**config.mk**
```make
export PLATFORM = sky130hd
export DESIGN_NAME = ddr_rd_block_sched_flat
export DESIGN_NICKNAME = d
export VERILOG_FILES = /design/src/rtl/ddr_rd_block_sched_if.sv /design/src/rtl/ddr_rd_block_sched.sv /design/src/flat_wrapper.sv
export SDC_FILE = /design/constraint.sdc
export NUM_CORES = 1
export LEC_CHECK = 0
export CORE_UTILIZATION = 53
export CTS_BUF_LIST = sky130_fd_sc_hd__clkbuf_2 sky130_fd_sc_hd__clkbuf_4 sky130_fd_sc_hd__clkbuf_8
export DETAILED_ROUTE_END_ITERATION = 16
export PLACE_DENSITY = 0.83
export SLEW_MARGIN = 20
export SYNTH_ARGS = -nofsm -noshare
export SYNTH_HDL_FRONTEND = slang
export SYNTH_SLANG_ARGS = --single-unit
export TNS_END_PERCENT = 10
```
**constraint.sdc**
```tcl
create_clock -name pl_clk -period 4.31 [get_ports pl_clk]
set_input_delay 0.6465 -clock pl_clk [delete_from_list [all_inputs] [get_ports pl_clk]]
set_output_delay 0.6465 -clock pl_clk [all_outputs]
set_load 0.05 [all_outputs]
```
**src/rtl/ddr_rd_block_sched_if.sv**
```systemverilog
// Signal bundle between the DDR read scheduler, the block writer and the read engine.
interface ddr_rd_block_sched_if #(
    parameter int unsigned ADDR_W = 32,
    parameter int unsigned LEN_W  = 32,
    parameter int unsigned CNT_W  = 16
);
    logic              rd_en;
    logic              pl_ddr_wr_finish;
    logic              pl_ddr_rd_finish;
    logic              err_clr;
    logic              pl_ddr_rd_start;
    logic [ADDR_W-1:0] pl_ddr_rd_addr;
    logic [LEN_W-1:0]  pl_ddr_rd_length;
    logic              rd_busy;
    logic [CNT_W-1:0]  fill_level;
    logic              ovf_err;
    logic              tout_err;

    modport master (
        output rd_en, pl_ddr_wr_finish, pl_ddr_rd_finish, err_clr,
        input  pl_ddr_rd_start, pl_ddr_rd_addr, pl_ddr_rd_length, rd_busy,
               fill_level, ovf_err, tout_err
    );

    modport slave (
        input  rd_en, pl_ddr_wr_finish, pl_ddr_rd_finish, err_clr,
        output pl_ddr_rd_start, pl_ddr_rd_addr, pl_ddr_rd_length, rd_busy,
               fill_level, ovf_err, tout_err
    );
endinterface

```
**src/rtl/ddr_rd_block_sched.sv**
```systemverilog
// Ring-buffer DDR read scheduler: one read command per block finished by the writer,
// walking NUM_BLKS blocks circularly, with fill tracking and sticky overflow/timeout flags.
//
// state  | meaning
// IDLE   | no read outstanding; waits for rd_en and a pending block
// ISSUE  | launch read for current address, load timeout timer
// WAIT   | read outstanding; wait for rd_finish rise or timeout
// DONE   | read complete; advance address and consume block
module ddr_rd_block_sched #(
    parameter int unsigned ADDR_W      = 32,
    parameter int unsigned LEN_W       = 32,
    parameter int unsigned BASE_ADDR   = 0,
    parameter int unsigned BLK_BYTES   = 32000,
    parameter int unsigned NUM_BLKS    = 6000,
    parameter int unsigned CNT_W       = 16,
    parameter int unsigned TIMEOUT_CYC = 1000000
) (
    input  logic                 pl_clk,
    input  logic                 rst,
    ddr_rd_block_sched_if.slave  bus
);
    localparam logic [ADDR_W-1:0] BASE_A  = ADDR_W'(BASE_ADDR);
    localparam logic [ADDR_W-1:0] LAST_A  = ADDR_W'(BASE_ADDR + (NUM_BLKS - 1) * BLK_BYTES);
    localparam logic [ADDR_W-1:0] STRIDE  = ADDR_W'(BLK_BYTES);
    localparam logic [LEN_W-1:0]  BLK_LEN = LEN_W'(BLK_BYTES);
    localparam logic [CNT_W-1:0]  FULL    = CNT_W'(NUM_BLKS);
    localparam int unsigned       TO_W    = (TIMEOUT_CYC > 1) ? $clog2(TIMEOUT_CYC) : 1;
    localparam logic [TO_W-1:0]   TO_LOAD = (TIMEOUT_CYC > 0) ? TO_W'(TIMEOUT_CYC - 1) : '0;
    localparam bit                TO_EN   = (TIMEOUT_CYC != 0);

    typedef enum logic [1:0] {S_IDLE, S_ISSUE, S_WAIT, S_DONE} state_t;

    state_t            state, state_nxt;
    logic              wr_q, rd_q;
    logic              wr_rise, rd_rise;
    logic [TO_W-1:0]   to_cnt;
    logic              to_hit;
    logic              tout_set, ovf_set, blk_done;
    logic              rd_start_q, rd_busy_q;
    logic [ADDR_W-1:0] rd_addr_q;
    logic [CNT_W-1:0]  fill_q;
    logic              ovf_q, tout_q;

    always_ff @(posedge pl_clk or posedge rst) begin
        if (rst) begin
            wr_q <= 1'b0;
            rd_q <= 1'b0;
        end else begin
            wr_q <= bus.pl_ddr_wr_finish;
            rd_q <= bus.pl_ddr_rd_finish;
        end
    end

    assign wr_rise = bus.pl_ddr_wr_finish & ~wr_q;
    assign rd_rise = bus.pl_ddr_rd_finish & ~rd_q;

    always_ff @(posedge pl_clk or posedge rst) begin
        if (rst) state <= S_IDLE;
        else     state <= state_nxt;
    end

    always_comb begin
        state_nxt = state;
        tout_set  = 1'b0;
        blk_done  = 1'b0;
        case (state)
            S_IDLE:  if (bus.rd_en && (fill_q != '0)) state_nxt = S_ISSUE;
            S_ISSUE: state_nxt = S_WAIT;
            S_WAIT: begin
                if (rd_rise) begin
                    state_nxt = S_DONE;
                end else if (to_hit) begin
                    state_nxt = S_IDLE;
                    tout_set  = 1'b1;
                end
            end
            S_DONE: begin
                state_nxt = S_IDLE;
                blk_done  = 1'b1;
            end
            default: state_nxt = S_IDLE;
        endcase
    end

    // Down-counter: loaded while issuing, expires after TIMEOUT_CYC cycles in WAIT.
    assign to_hit = TO_EN && (to_cnt == '0);

    always_ff @(posedge pl_clk or posedge rst) begin
        if (rst) begin
            to_cnt <= '0;
        end else if (state == S_ISSUE) begin
            to_cnt <= TO_LOAD;
        end else if ((state == S_WAIT) && (to_cnt != '0)) begin
            to_cnt <= to_cnt - 1'b1;
        end
    end

    // A write edge that lands on the same cycle as a consumed block cancels out.
    assign ovf_set = wr_rise && !blk_done && (fill_q == FULL);

    always_ff @(posedge pl_clk or posedge rst) begin
        if (rst) begin
            rd_start_q <= 1'b0;
            rd_busy_q  <= 1'b0;
            rd_addr_q  <= BASE_A;
            fill_q     <= '0;
            ovf_q      <= 1'b0;
            tout_q     <= 1'b0;
        end else begin
            rd_start_q <= (state == S_ISSUE);

            if (state == S_ISSUE)         rd_busy_q <= 1'b1;
            else if (blk_done || tout_set) rd_busy_q <= 1'b0;

            if (blk_done) rd_addr_q <= (rd_addr_q == LAST_A) ? BASE_A : rd_addr_q + STRIDE;

            if (wr_rise && !blk_done && !ovf_set) fill_q <= fill_q + 1'b1;
            else if (!wr_rise && blk_done)        fill_q <= fill_q - 1'b1;

            ovf_q  <= ovf_set  | (ovf_q  & ~bus.err_clr);
            tout_q <= tout_set | (tout_q & ~bus.err_clr);
        end
    end

    assign bus.pl_ddr_rd_start  = rd_start_q;
    assign bus.pl_ddr_rd_addr   = rd_addr_q;
    assign bus.pl_ddr_rd_length = BLK_LEN;
    assign bus.rd_busy          = rd_busy_q;
    assign bus.fill_level       = fill_q;
    assign bus.ovf_err          = ovf_q;
    assign bus.tout_err         = tout_q;
endmodule

```
**src/flat_wrapper.sv**
```systemverilog
// flat-port wrapper written by rule: the top's interface ports become plain ports
module ddr_rd_block_sched_flat 
#(
    parameter int unsigned ADDR_W      = 32,
    parameter int unsigned LEN_W       = 32,
    parameter int unsigned BASE_ADDR   = 0,
    parameter int unsigned BLK_BYTES   = 32000,
    parameter int unsigned NUM_BLKS    = 6000,
    parameter int unsigned CNT_W       = 16,
    parameter int unsigned TIMEOUT_CYC = 1000000
)
  (pl_clk, rst, bus_rd_en, bus_pl_ddr_wr_finish, bus_pl_ddr_rd_finish, bus_err_clr, bus_pl_ddr_rd_start, bus_pl_ddr_rd_addr, bus_pl_ddr_rd_length, bus_rd_busy, bus_fill_level, bus_ovf_err, bus_tout_err);
  ddr_rd_block_sched_if #(.ADDR_W(ADDR_W), .LEN_W(LEN_W), .CNT_W(CNT_W)) bus_i ();
  input  logic pl_clk;
  input  logic rst;
  input wire logic [$bits(bus_i.rd_en)-1:0] bus_rd_en;
  input wire logic [$bits(bus_i.pl_ddr_wr_finish)-1:0] bus_pl_ddr_wr_finish;
  input wire logic [$bits(bus_i.pl_ddr_rd_finish)-1:0] bus_pl_ddr_rd_finish;
  input wire logic [$bits(bus_i.err_clr)-1:0] bus_err_clr;
  output wire logic [$bits(bus_i.pl_ddr_rd_start)-1:0] bus_pl_ddr_rd_start;
  output wire logic [$bits(bus_i.pl_ddr_rd_addr)-1:0] bus_pl_ddr_rd_addr;
  output wire logic [$bits(bus_i.pl_ddr_rd_length)-1:0] bus_pl_ddr_rd_length;
  output wire logic [$bits(bus_i.rd_busy)-1:0] bus_rd_busy;
  output wire logic [$bits(bus_i.fill_level)-1:0] bus_fill_level;
  output wire logic [$bits(bus_i.ovf_err)-1:0] bus_ovf_err;
  output wire logic [$bits(bus_i.tout_err)-1:0] bus_tout_err;
  assign bus_i.rd_en = bus_rd_en;
  assign bus_i.pl_ddr_wr_finish = bus_pl_ddr_wr_finish;
  assign bus_i.pl_ddr_rd_finish = bus_pl_ddr_rd_finish;
  assign bus_i.err_clr = bus_err_clr;
  assign bus_pl_ddr_rd_start = bus_i.pl_ddr_rd_start;
  assign bus_pl_ddr_rd_addr = bus_i.pl_ddr_rd_addr;
  assign bus_pl_ddr_rd_length = bus_i.pl_ddr_rd_length;
  assign bus_rd_busy = bus_i.rd_busy;
  assign bus_fill_level = bus_i.fill_level;
  assign bus_ovf_err = bus_i.ovf_err;
  assign bus_tout_err = bus_i.tout_err;
  ddr_rd_block_sched #(.ADDR_W(ADDR_W), .LEN_W(LEN_W), .BASE_ADDR(BASE_ADDR), .BLK_BYTES(BLK_BYTES), .NUM_BLKS(NUM_BLKS), .CNT_W(CNT_W), .TIMEOUT_CYC(TIMEOUT_CYC)) u_core (.pl_clk(pl_clk), .rst(rst), .bus(bus_i));
endmodule
```
==> summary.txt <==
Global route
  – First-pass GRT wire length: 14800 um
  – Largest net degree at the start of global routing: about 50
  – Total congestion overflow: 0
  – Initial antenna violation count: 0
  – GR Util All Layers: roughly 24%
  – Vias in the first global route: around 3100

Clock tree
  – H-tree depth: 3
  – Max clock buf depth: 2
  – Post-CTS Resized: 0
  – CTS tree: yes
  – Clock buffer count from CTS: 9
  – Setup bufs post-CTS: 0
  – Root Buffer: clkbuf_8
  – Clock Latency Late Sink: around 0.36 ns
  – Worst-path clk slew: approximately 0.080 ns
  – Sink Count: 68
  – Hold Buf Count CTS: 0

Logic synthesis
  – Ys flop type: dfrtp_1
  – Top-count cell post-synth: dfrtp_1
  – Syn avg cell area: roughly 9.2 um^2
  – Mapped Cells: ~440
  – Netlist cell types: 56
  – Sequential cell area fraction in the yosys report: around two fifths
  – Top cell type's share of synthesized area: roughly two fifths
  – Synth warnings: 0
  – EDFF count, synth: 0
  – #FFs+latches synth: 68
  – Post-Syn Area: a little over 0.004 mm^2
  – Biggest area consumer among synthesized cells: dfrtp_1
  – Top cells by area, synth: dfrtp_1 42%, buf_4 7.6%, xnor2_1 6.2%
  – Synth top cells by count: 68 x dfrtp_1, 43 x nor2_1, 41 x buf_4
  – Asr flop ratio synth: between 90% and 100%

Setup path
  – Slowest-stage cell, CP: or4_4
  – WP data required: 4.59 ns
  – Setup slack, reg-to-reg: approximately 0.42 ns
  – Kind of critical path: register to register
  – Critical path cell sequence: or4_1, or4_4, and2_1, xnor2_1, ha_1, and3_1, nand3_1, a211oi_1, nor3_1, a21oi_1, mux2i_1, xor2_1
  – Path length in cells of the critical path: 12
  – CP endpoint: u_core.bus.fill_level[12]
  – CP Launch Type: register
  – CP max stage delay: 0.60 ns
  – RR Startpoint: u_core.bus.fill_level[2]
  – Crit-path max FO: 10
  – Critical path buffer and inverter count: 0
  – Worst reg2reg path depth: 12
  – Worst path arrival time: roughly 4.2 ns
  – Reg-to-reg endpoint: u_core.bus.fill_level[12]
  – Crit path capture type: register
  – Cell family contributing the most delay on the critical path: simple AND/OR/NAND/NOR gates
  – Worst setup path start: u_core.bus.fill_level[2]

Routing
  – Drt pass-1 iters: 5
  – Post-route ant nets: 0
  – DRT iter0 DRCs: between 200 and 250
  – Via count: about 3300
  – DRC violations left: 0
  – Wire per inst: ~15 um
  – Routed Wire Length: ~9000 um
  – Vias/cell: 5.66

STA
  – Max-slew violation count: 0
  – Slew headroom: roughly a third
  – Post-Route Setup TNS: 0 ns
  – Setup-failing EPs final: 0
  – Final Skew: slightly above 0.01 ns
  – RSZ-0062 raised after global routing: false
  – Endpoints failing hold: 0
  – Fin crit period: around 3.9 ns
  – F_max: approximately 0.26 GHz
  – Worst-Margin Slew: ~0.99 ns
  – Final Cycle Share: between 90% and 100%
  – Worst Hold Slack: 0.494 ns

Pwr
  – Static leakage: slightly below 2 nW
  – Clock group share of total power: 17.0%
  – Comb pwr share: between 40 and 50%
  – Reg power frac: a little over a third
  – P_int: between 0.0015 and 0.002 W
  – Switching share of power: between 40% and 50%
  – Cell Pwr Density: between 600 and 700 mW/mm^2
  – P_sw: about 0.0016 W
  – Maximum vdd drop: between 0.5 and 0.6 mV

Final layout
  – Share of layout cells above drive strength 1: under 10%
  – Layout Cell Area excl Fill: around 0.0047 mm^2
  – # diodes: 0
  – Nets: approximately 500
  – Area Overhead vs Synth: 14.4%

Outcome
  – Status: complete, no violations

Floorplanning
  – Core area: approximately 0.0073 mm^2
  – Initial Utilization: 55.5%
  – IO Pins: 90
  – Die width: about 90 um
  – Die ar.: around 0.0080 mm^2
  – Die height: 89.6 um
  – Num rows: 31

Placed design
  – Port Buffers: 49
  – HPWL after detailed placement: between 6000 and 7000 um
  – Placed instance area: ~0.0045 mm^2
  – RePlAce Congestion: around 0.89

Run
  – Max-cap viol count: 0

Min path
  – Worst min-delay path class: register to register
-- metal layers --
layer | GRT usage (%) | share of wire [%] | vias up
met1 | 32.7 | 43 | 1603
li1 | - | - | 1572
met2 | 38.3 | 49 | 147
met3 | 5.85 | 7.0 | 12
met5 | 0 | 0 | -
met4 | 8.08 | 1.1 | 0
-- per-stage QoR --
step	util [%]	power [W]	std cells	setup WS, ns
after detailed placement	60.8	0.00262	573	0.479
final	63.5	0.00316	589	0.421
after CTS	63.5	0.00316	589	0.444
after global routing	63.5	0.00334	589	0.215
after floorplan	-	0.00221	480	0.409
after global placement	60.8	0.00259	573	0.563
-- worst min path at each step --
stage / start / to / cells past startpoint
3_5_place_dp: u_core.bus.pl_ddr_rd_addr[14] / u_core.bus.pl_ddr_rd_addr[14] / 1
3_3_place_gp: u_core.bus.rd_busy / u_core.bus.rd_busy / 1
4_1_cts: u_core.bus.pl_ddr_rd_addr[14] / u_core.bus.pl_ddr_rd_addr[14] / 1
2_1_floorplan: u_core.to_cnt[0] / u_core.to_cnt[0] / 1
6_report: u_core.bus.pl_ddr_rd_addr[14] / u_core.bus.pl_ddr_rd_addr[14] / 1
5_1_grt: u_core.bus.pl_ddr_rd_addr[14] / u_core.bus.pl_ddr_rd_addr[14] / 1
-- flip-flops by register name (all words and copies together) (netlist names) --
signal	count
u_core.bus.tout_err	1
u_core.to_cnt	20
u_core.rd_q	1
u_core.bus.rd_busy	1
u_core.bus.pl_ddr_rd_start	1
u_core.wr_q	1
u_core.bus.ovf_err	1
u_core.bus.pl_ddr_rd_addr	24
u_core.state	2
u_core.bus.fill_level	16
-- power groups by stage --
stage	Clock (W)	Combinational, W	Sequential, W
global route	0.000570	0.00164	0.00113
detailed placement	0	0.00152	0.00110
global placement	0	0.00150	0.00109
CTS	0.000544	0.00153	0.00109
floorplan	0	0.000814	0.00140
finish	0.000538	0.00153	0.00110
-- placed cells by master (no fill, tap or decap), types with 12 or more instances in the layout --
cell	Yosys	final
o21ai_0	12	12
dfrtp_1	68	68
nand3_1	15	15
nor3_1	22	22
nor2_1	43	43
conb_1	2	40
xor2_1	22	22
xnor2_1	29	29
clkdlybuf4s50_1	0	49
a21oi_1	12	12
nor4_1	14	14
nand2_1	36	36
-- logic make-up (layout without fill, tap and decap cells) --
| logic type | after synthesis | in the layout | share of synthesized area (%) |
|---|---|---|---|
| other | 2 | 40 | 0.185 |
| and+or+nand+nor | 183 | 183 | 23.9 |
| buffers and inverters | 70 | 80 | 10.9 |
| adders and majority gates | 5 | 5 | 1.54 |
| muxes | 5 | 5 | 1.26 |
| DFF | 68 | 68 | 41.8 |
| AOI/OAI and AO/OA | 58 | 58 | 9.50 |
| xor gates and xnor gates | 51 | 51 | 11.0 |
-- worst register-to-register path: stages (launching register included) --
cell and delay, ns:
dfrtp_1 0.50, or4_1 0.58, or4_4 0.60, and2_1 0.32, xnor2_1 0.21, ha_1 0.27
and3_1 0.20, nand3_1 0.13, a211oi_1 0.40, nor3_1 0.08, a21oi_1 0.16, mux2i_1 0.23
xor2_1 0.15
-- cell type report --
cell class              instances  area (um^2)
clock inverters                 6         63.8
flip-flops and latches         68         1700
fillers                       606         2680
multi-input cells             342         2070
well taps                      99          124
clock buffers                  10          131
inverters                      10         38.8
repair buffers                 54          528
Note: power is estimated with default switching activity, not from simulation.
